<file path="src/rtl/mem_port_arbiter_pkg.sv">
// Shared definitions for the fetch/data memory port arbiter.
// State encoding, counter widths and parameter defaults.
package mem_port_arbiter_pkg;

  localparam int unsigned DEF_LATENCY      = 2;
  localparam int unsigned DEF_STARVE_LIMIT = 3;

  localparam int unsigned CNT_W    = 4;
  localparam int unsigned STARVE_W = 3;

  typedef enum logic [1:0] {
    ST_IDLE   = 2'd0,
    ST_BUSY_I = 2'd1,
    ST_BUSY_D = 2'd2
  } arb_state_e;

endpackage

</file>
<file path="src/rtl/arb_wait_counter.sv">
// Loadable down-counter timing one memory transaction.
// Stops at zero; zero_o flags the final busy cycle.
module arb_wait_counter
  import mem_port_arbiter_pkg::*;
(
  input  logic             clk_i,
  input  logic             rst_i,
  input  logic             load_i,
  input  logic [CNT_W-1:0] load_val_i,
  input  logic             dec_i,
  output logic [CNT_W-1:0] count_o,
  output logic             zero_o
);

  logic [CNT_W-1:0] cnt_q, cnt_d;

  // load wins over decrement; never wraps below zero
  always_comb begin
    cnt_d = cnt_q;
    if (load_i) begin
      cnt_d = load_val_i;
    end else if (dec_i && (cnt_q != '0)) begin
      cnt_d = cnt_q - CNT_W'(1);
    end
  end

  // count register
  always_ff @(posedge clk_i) begin
    if (rst_i) cnt_q <= '0;
    else       cnt_q <= cnt_d;
  end

  assign count_o = cnt_q;
  assign zero_o  = (cnt_q == '0);

endmodule

</file>
<file path="src/rtl/mem_port_arbiter.sv">
// Arbitrates the fetch and memory stages onto one shared memory port.
// Data has priority unless fetch has waited STARVE_LIMIT data grants.
module mem_port_arbiter
  import mem_port_arbiter_pkg::*;
#(
  parameter int unsigned LATENCY      = DEF_LATENCY,
  parameter int unsigned STARVE_LIMIT = DEF_STARVE_LIMIT
) (
  input  logic        Clk,
  input  logic        Rst,
  input  logic        IReq,
  input  logic [31:0] IAddr,
  input  logic        DReq,
  input  logic        DWrite,
  input  logic [31:0] DAddr,
  input  logic [31:0] DWData,
  input  logic [31:0] MemRData,
  output logic        MemEn,
  output logic        MemWrite,
  output logic [31:0] MemAddr,
  output logic [31:0] MemWData,
  output logic        IReady,
  output logic [31:0] IRData,
  output logic        DReady,
  output logic [31:0] DRData,
  output logic        IStall,
  output logic        DStall
);

  localparam logic [CNT_W-1:0]    LAT_V = CNT_W'(LATENCY);
  localparam logic [STARVE_W-1:0] SL_V  = STARVE_W'(STARVE_LIMIT);
  localparam logic [CNT_W-1:0]    ONE_V = CNT_W'(1);

  arb_state_e          state_q, state_d;
  logic [STARVE_W-1:0] starve_q, starve_d;
  logic                memen_q, memen_d;
  logic                wr_q, wr_d;
  logic [31:0]         addr_q, addr_d;
  logic [31:0]         wdata_q, wdata_d;
  logic                iready_q, iready_d;
  logic                dready_q, dready_d;
  logic [31:0]         irdata_q, irdata_d;
  logic [31:0]         drdata_q, drdata_d;

  logic             grant;
  logic             busy;
  logic             i_win;
  logic             cnt_zero;
  logic [CNT_W-1:0] cnt;

  assign busy  = (state_q != ST_IDLE);
  assign i_win = IReq & (~DReq | (starve_q == SL_V));

  arb_wait_counter u_wait (
    .clk_i      (Clk),
    .rst_i      (Rst),
    .load_i     (grant),
    .load_val_i (LAT_V),
    .dec_i      (busy),
    .count_o    (cnt),
    .zero_o     (cnt_zero)
  );

  // grant, latch and completion decisions
  always_comb begin
    state_d  = state_q;
    starve_d = starve_q;
    memen_d  = 1'b0;
    wr_d     = wr_q;
    addr_d   = addr_q;
    wdata_d  = wdata_q;
    iready_d = 1'b0;
    dready_d = 1'b0;
    irdata_d = irdata_q;
    drdata_d = drdata_q;
    grant    = 1'b0;
    unique case (state_q)
      ST_IDLE: begin
        if (i_win) begin
          grant    = 1'b1;
          state_d  = ST_BUSY_I;
          memen_d  = 1'b1;
          wr_d     = 1'b0;
          addr_d   = IAddr;
          starve_d = '0;
        end else if (DReq) begin
          grant   = 1'b1;
          state_d = ST_BUSY_D;
          memen_d = 1'b1;
          wr_d    = DWrite;
          addr_d  = DAddr;
          wdata_d = DWData;
          if (IReq && (starve_q < SL_V)) begin
            starve_d = starve_q + STARVE_W'(1);
          end
        end
      end
      ST_BUSY_I: begin
        if (cnt == ONE_V) begin
          iready_d = 1'b1;
          irdata_d = MemRData;
        end
        if (cnt_zero) state_d = ST_IDLE;
      end
      ST_BUSY_D: begin
        if (cnt == ONE_V) begin
          dready_d = 1'b1;
          drdata_d = MemRData;
        end
        if (cnt_zero) state_d = ST_IDLE;
      end
      default: state_d = ST_IDLE;
    endcase
  end

  // state and output registers; reset drops any open transaction
  always_ff @(posedge Clk) begin
    if (Rst) begin
      state_q  <= ST_IDLE;
      starve_q <= '0;
      memen_q  <= 1'b0;
      wr_q     <= 1'b0;
      addr_q   <= '0;
      wdata_q  <= '0;
      iready_q <= 1'b0;
      dready_q <= 1'b0;
      irdata_q <= '0;
      drdata_q <= '0;
    end else begin
      state_q  <= state_d;
      starve_q <= starve_d;
      memen_q  <= memen_d;
      wr_q     <= wr_d;
      addr_q   <= addr_d;
      wdata_q  <= wdata_d;
      iready_q <= iready_d;
      dready_q <= dready_d;
      irdata_q <= irdata_d;
      drdata_q <= drdata_d;
    end
  end

  assign MemEn    = memen_q;
  assign MemWrite = (state_q == ST_BUSY_D) & wr_q;
  assign MemAddr  = addr_q;
  assign MemWData = wdata_q;
  assign IReady   = iready_q;
  assign IRData   = irdata_q;
  assign DReady   = dready_q;
  assign DRData   = drdata_q;
  assign IStall   = IReq & ~iready_q;
  assign DStall   = DReq & ~dready_q;

endmodule

</file>
<file path="config.mk">
export PLATFORM = sky130hd
export DESIGN_NAME = mem_port_arbiter
export DESIGN_NICKNAME = d
export VERILOG_FILES = /design/src/rtl/mem_port_arbiter_pkg.sv /design/src/rtl/arb_wait_counter.sv /design/src/rtl/mem_port_arbiter.sv
export SDC_FILE = /design/constraint.sdc
export NUM_CORES = 1
export LEC_CHECK = 0
export CORE_AREA = 2 2 115 117
export DETAILED_ROUTE_END_ITERATION = 7
export DIE_AREA = 0 0 117 119
export PLACE_DENSITY = 0.91
export RECOVER_POWER = 25
export SYNTH_ARGS = -nofsm -noshare
export SYNTH_HDL_FRONTEND = slang
export SYNTH_SLANG_ARGS = --single-unit
</file>
<file path="constraint.sdc">
create_clock -name Clk -period 4.9 [get_ports Clk]
set_input_delay 0.98 -clock Clk [delete_from_list [all_inputs] [get_ports Clk]]
set_output_delay 0.98 -clock Clk [all_outputs]
set_load 0.005 [all_outputs]
</file>
# Word level (Yosys, flattened, before mapping)
# Cells that the tools add are included.
# op_classes
n_addsub	2
n_lt_le_gt_ge	1
n_eq_ne	6
mux	17
bitwise_logic	11
reduce_logical	19
# op_table
operator	n
32-bit two-way mux	2
2-bit two-way mux	5
3-bit two-way mux	3
2-bit AND reduction	4
2-bit nonzero test	4
2-bit OR reduction	4
1-bit two-way mux	6
1-bit inverter	6
3-bit AND reduction	2
1-bit bitwise AND	4
4-bit by 1-bit equality test with 1-bit output, second input constant	1
4-bit logical NOT	1
2-bit one-hot mux with 2 select lines	1
4-bit nonzero test	1
4-bit by 1-bit subtractor with 4-bit output, second input constant	1
3-bit by 1-bit adder with 3-bit output, second input constant	1
3-bit by 2-bit equality test with 1-bit output, second input constant	1
3-bit by 2-bit < comparator with 1-bit output, second input constant	1
3-bit != test, second input constant	1
2-bit by 1-bit equality test with 1-bit output, second input constant	1
2-bit equality test, second input constant	1
1-bit logical AND	2
2-bit logical NOT	1
2-bit by 1-bit != test with 1-bit output, second input constant	1
1-bit OR	1
# word_totals
ff_bits	141
elab_cells	68

# Logic depth before layout (Yosys ltp)
# logic_depth
depth_word	6
depth_mapped	9
mapped_depth_nobuf	6

# Hierarchy
# Synthesis repeated with hierarchy kept, for this count alone.
# hier_totals
hier_cells	667
area_unflattened_um2	6339.8
# by_module_without_submodules
mod	n_inst	cells_each	area_per_inst_um2
mem_port_arbiter	1	638	6077.1
arb_wait_counter	1	29	262.8

# Worst setup path after synthesis
# OpenSTA, ideal clock, no wires.
# synth_path
kind	in2out
from	input port IReq
to	output port IStall
arrival_ps	1273
setup_slack_ps	2647
cell_stages	3
cell_sequence	buf_6 > inv_2 > nor2_1
# synth_via
elab_chain_len	1
# synth_lines
element	line_no	source
from (decl)	mem_port_arbiter.sv:11	input logic IReq,
1-bit bitwise AND	mem_port_arbiter.sv:151	assign IStall = IReq & ~iready_q;
to (decl)	mem_port_arbiter.sv:26	output logic IStall,
# Every way passes these cells.

# Final worst setup path
# layout_path
from	input port Rst
to	register drdata_q[21], in the netlist DRData[21]
# layout_lines
element	line_no	source
from (decl)	mem_port_arbiter.sv:10	input logic Rst,
to (signal assigned)	mem_port_arbiter.sv:139	drdata_q <= drdata_d;
to (decl)	mem_port_arbiter.sv:43	logic [31:0] drdata_q, drdata_d;
# No word-level cell between the ends.

==> results.ini <==
[sta]
final_max_slew_viol_count=145
finalSetupViolations=0
max_freq_ghz=0.265
fin_tns_setup_ns=0
maxSlewHeadroom_pct=-34.4
rsz0062_at_grt=no
setup_slack_ns=1.12
fin_skew_ns=0.00874
period_share_pct=77.1
final.min_clock_period_ns=3.78
hold_viol=0
timing_worst_slew_pin_value_ns=2.02

[critical_path]
reg2reg_to=MemAddr[6]
cp_num_buf_inv=2
crit_family=buffers and inverters
crit_slowest_cell=clkbuf_1
path_max_fanout=98
startpoint_type=input port
rr_startpoint=starve_q[0]
crit_cells=3
startpoint=Rst
crit_path_end_kind=flop
crit_type=in2reg
worstSetupEndpoint=DRData[21]
required_ns=5.10
worstPathCellList=clkbuf_2, clkbuf_1, a21oi_1
slowest_delay_ns=1.47
rr_worst_depth=7
worstPathArrival_ns=3.98
ff2ff_setup_slack_ns=2.46

[routing]
drt_iter0_markers=323
routed_via_density=5.02
first_pass_iters=4
routed_wl_microns=16900
drc=0
wire_per_inst_microns=15.2
ant_nets=0
vias=5572

[die]
fp-row-count=42
io_pins=267
core_area_sq_um=12900
initial_core_util_pct=42.4
fp.dieH_microns=119
die_w_microns=117
die_area_sq_um=13900

[clock_network]
cts_root_buf=clkbuf_16
postCtsHoldBufs=0
path_clk_slew_ns=0.06
clkLatencyLatePin_ns=0.42
cts_setup_buffers=0
clk_path_buf_depth=2
htree_levels=4
cts.repair.resized=0
cts_tree=built
cts_buffers=17
cts_sinks=141

[finish]
n_fill_cell=1026
stdcell_count=1110
seqCellArea_sq_um=2820
antennaDiodeCount=0
drive_above_1_share_pct=5.14
layout.nets=1062
multi_input_area_sq_um=2340
area_delta_synth_final_pct=60.1

[placement]
post-place-ws_ns=1.45
dp_cells=1078
io_buffers=266
gp_congestion=0.806
post-dp-hpwl_microns=11500

[worst_hold_path]
hp-class=reg2reg
hold_depth=2

[synth]
syn_area_per_cell_sq_um=8.00
synth-edff-count=0
async_flop_share_pct=0
ys_seq_area_share_pct=51.7
syn_area_sq_um=5460
synth.ff_latch_count=141
ys.flop_type=dfxtp_1
syn_inst=683
syn_nets=824
ys.warnings.count=0
yosysUniqueCellTypes=36

[status]
violations=max-capacitance violations, max-slew violations
status=finished, violations left

[global_routing]
antenna_found_initial=0
grt_pass1_vias=5353
grt_max_degree=99
track_usage_pct=24.0
grt_overflow=0
grt_first_pass_wirelength_microns=26100

[power]
power-per-cell-area_nw_per_um2=353
p_leak_nw=3.15
ir_drop_v=0.000223

[run]
maxCapViolCount=2

-- metal layers --
metal	GRT usage (%)	vias to the layer above	wire, microns
li1	-	2756	-
met1	26.9	2558	6550
met2	40.7	212	8420
met3	7.02	46	1290
met4	12.1	0	591
met5	0	-	0
-- how the worst min path moves through the flow --
stage | start | to | slack [ns]
CTS | IRData[28] | IRData[28] | 0.45
global route | IRData[28] | IRData[28] | 0.47
floorplan | DRData[0] | DRData[0] | 0.45
finish | IRData[28] | IRData[28] | 0.45
detailed placement | IRData[5] | IRData[5] | 0.45
global placement | IRData[13] | IRData[13] | 0.44
-- placed cells by master, fill, tap and decap left out, types with 2 or more instances in the layout --
cell / n
xnor2_1: 3
bufinv_16: 3
o21ai_0: 2
nand3_1: 34
nor3b_1: 2
nand2_1: 225
a21oi_1: 98
buf_4: 8
ha_1: 8
dfxtp_1: 141
nor2_1: 45
a22oi_1: 3
clkbuf_16: 17
nand2b_1: 2
nor3_1: 5
nor2b_1: 3
clkdlybuf4s50_1: 264
inv_1: 6
clkinv_4: 5
clkinvlp_4: 3
and3_1: 2
a311oi_1: 32
inv_6: 2
-- area by class of cell --
class                           instances  share of cell area (%)
Clock buffer                           17                    4.87
Clock inverter                         15                    2.18
Inverter                                7                   0.301
Multi-Input combinational cell        479                    26.7
Sequential cell                       141                    32.3
Tap cell                              176                    2.52
Timing Repair Buffer                  275                    31.1
-- sequential cells by signal (all words and copies together), names as in the netlist --
name	count
DRData	32
IRData	32
MemAddr	32
MemWData	32
u_wait.count_o	4
starve_q	3
state_q	2
DReady	1
IReady	1
MemEn	1
wr_q	1
-- power by group --
| part | switching (mW) | total, mW | internal (mW) |
|---|---|---|---|
| combinational | 0.227 | 0.509 | 0.282 |
| sequential | 0.0403 | 1.26 | 1.22 |
| clock | 0.511 | 1.32 | 0.809 |
-- metrics by stage --
step	hold slack [ns]	area, sq um	util [%]	power (mW)
floorplan	0.453	5460	-	1.51
global placement	0.440	8130	63.2	1.78
detailed placement	0.446	8130	63.2	1.79
finish	0.452	8740	67.9	3.09
global route	0.472	8740	67.9	3.22
CTS	0.454	8750	67.9	3.11
-- synthesized netlist by cell type (all sizes together), types with 3 or more instances --
master	count	area share, %
nor2	45	3.1
nand3	34	3.1
inv	7	0.48
xnor2	3	0.48
nand2	226	16
ha	8	1.8
clkbuf	26	1.8
nor3	5	0.46
buf	30	3.3
a311oi	32	5.1
nor2b	3	0.34
dfxtp	141	52
o21ai	4	0.44
a22oi	3	0.41
a21oi	99	9.3
-- worst min-delay path, cell delays in order (launching register included) --
cell,delay (ns)
dfxtp_1,0.31
nand2_1,0.05
a21oi_1,0.05
-- logic make-up after synthesis --
kind of cell	Yosys count	share of synthesized area, %
and+or+nand+nor	324	24.0
xor gates and xnor gates	3	0.481
DFF	141	51.7
AOI/OAI and AO/OA	143	16.3
adders and majority gates	8	1.83
muxes	1	0.183
buffers and inverters	63	5.57
Note: power is estimated with default switching activity, not from simulation.
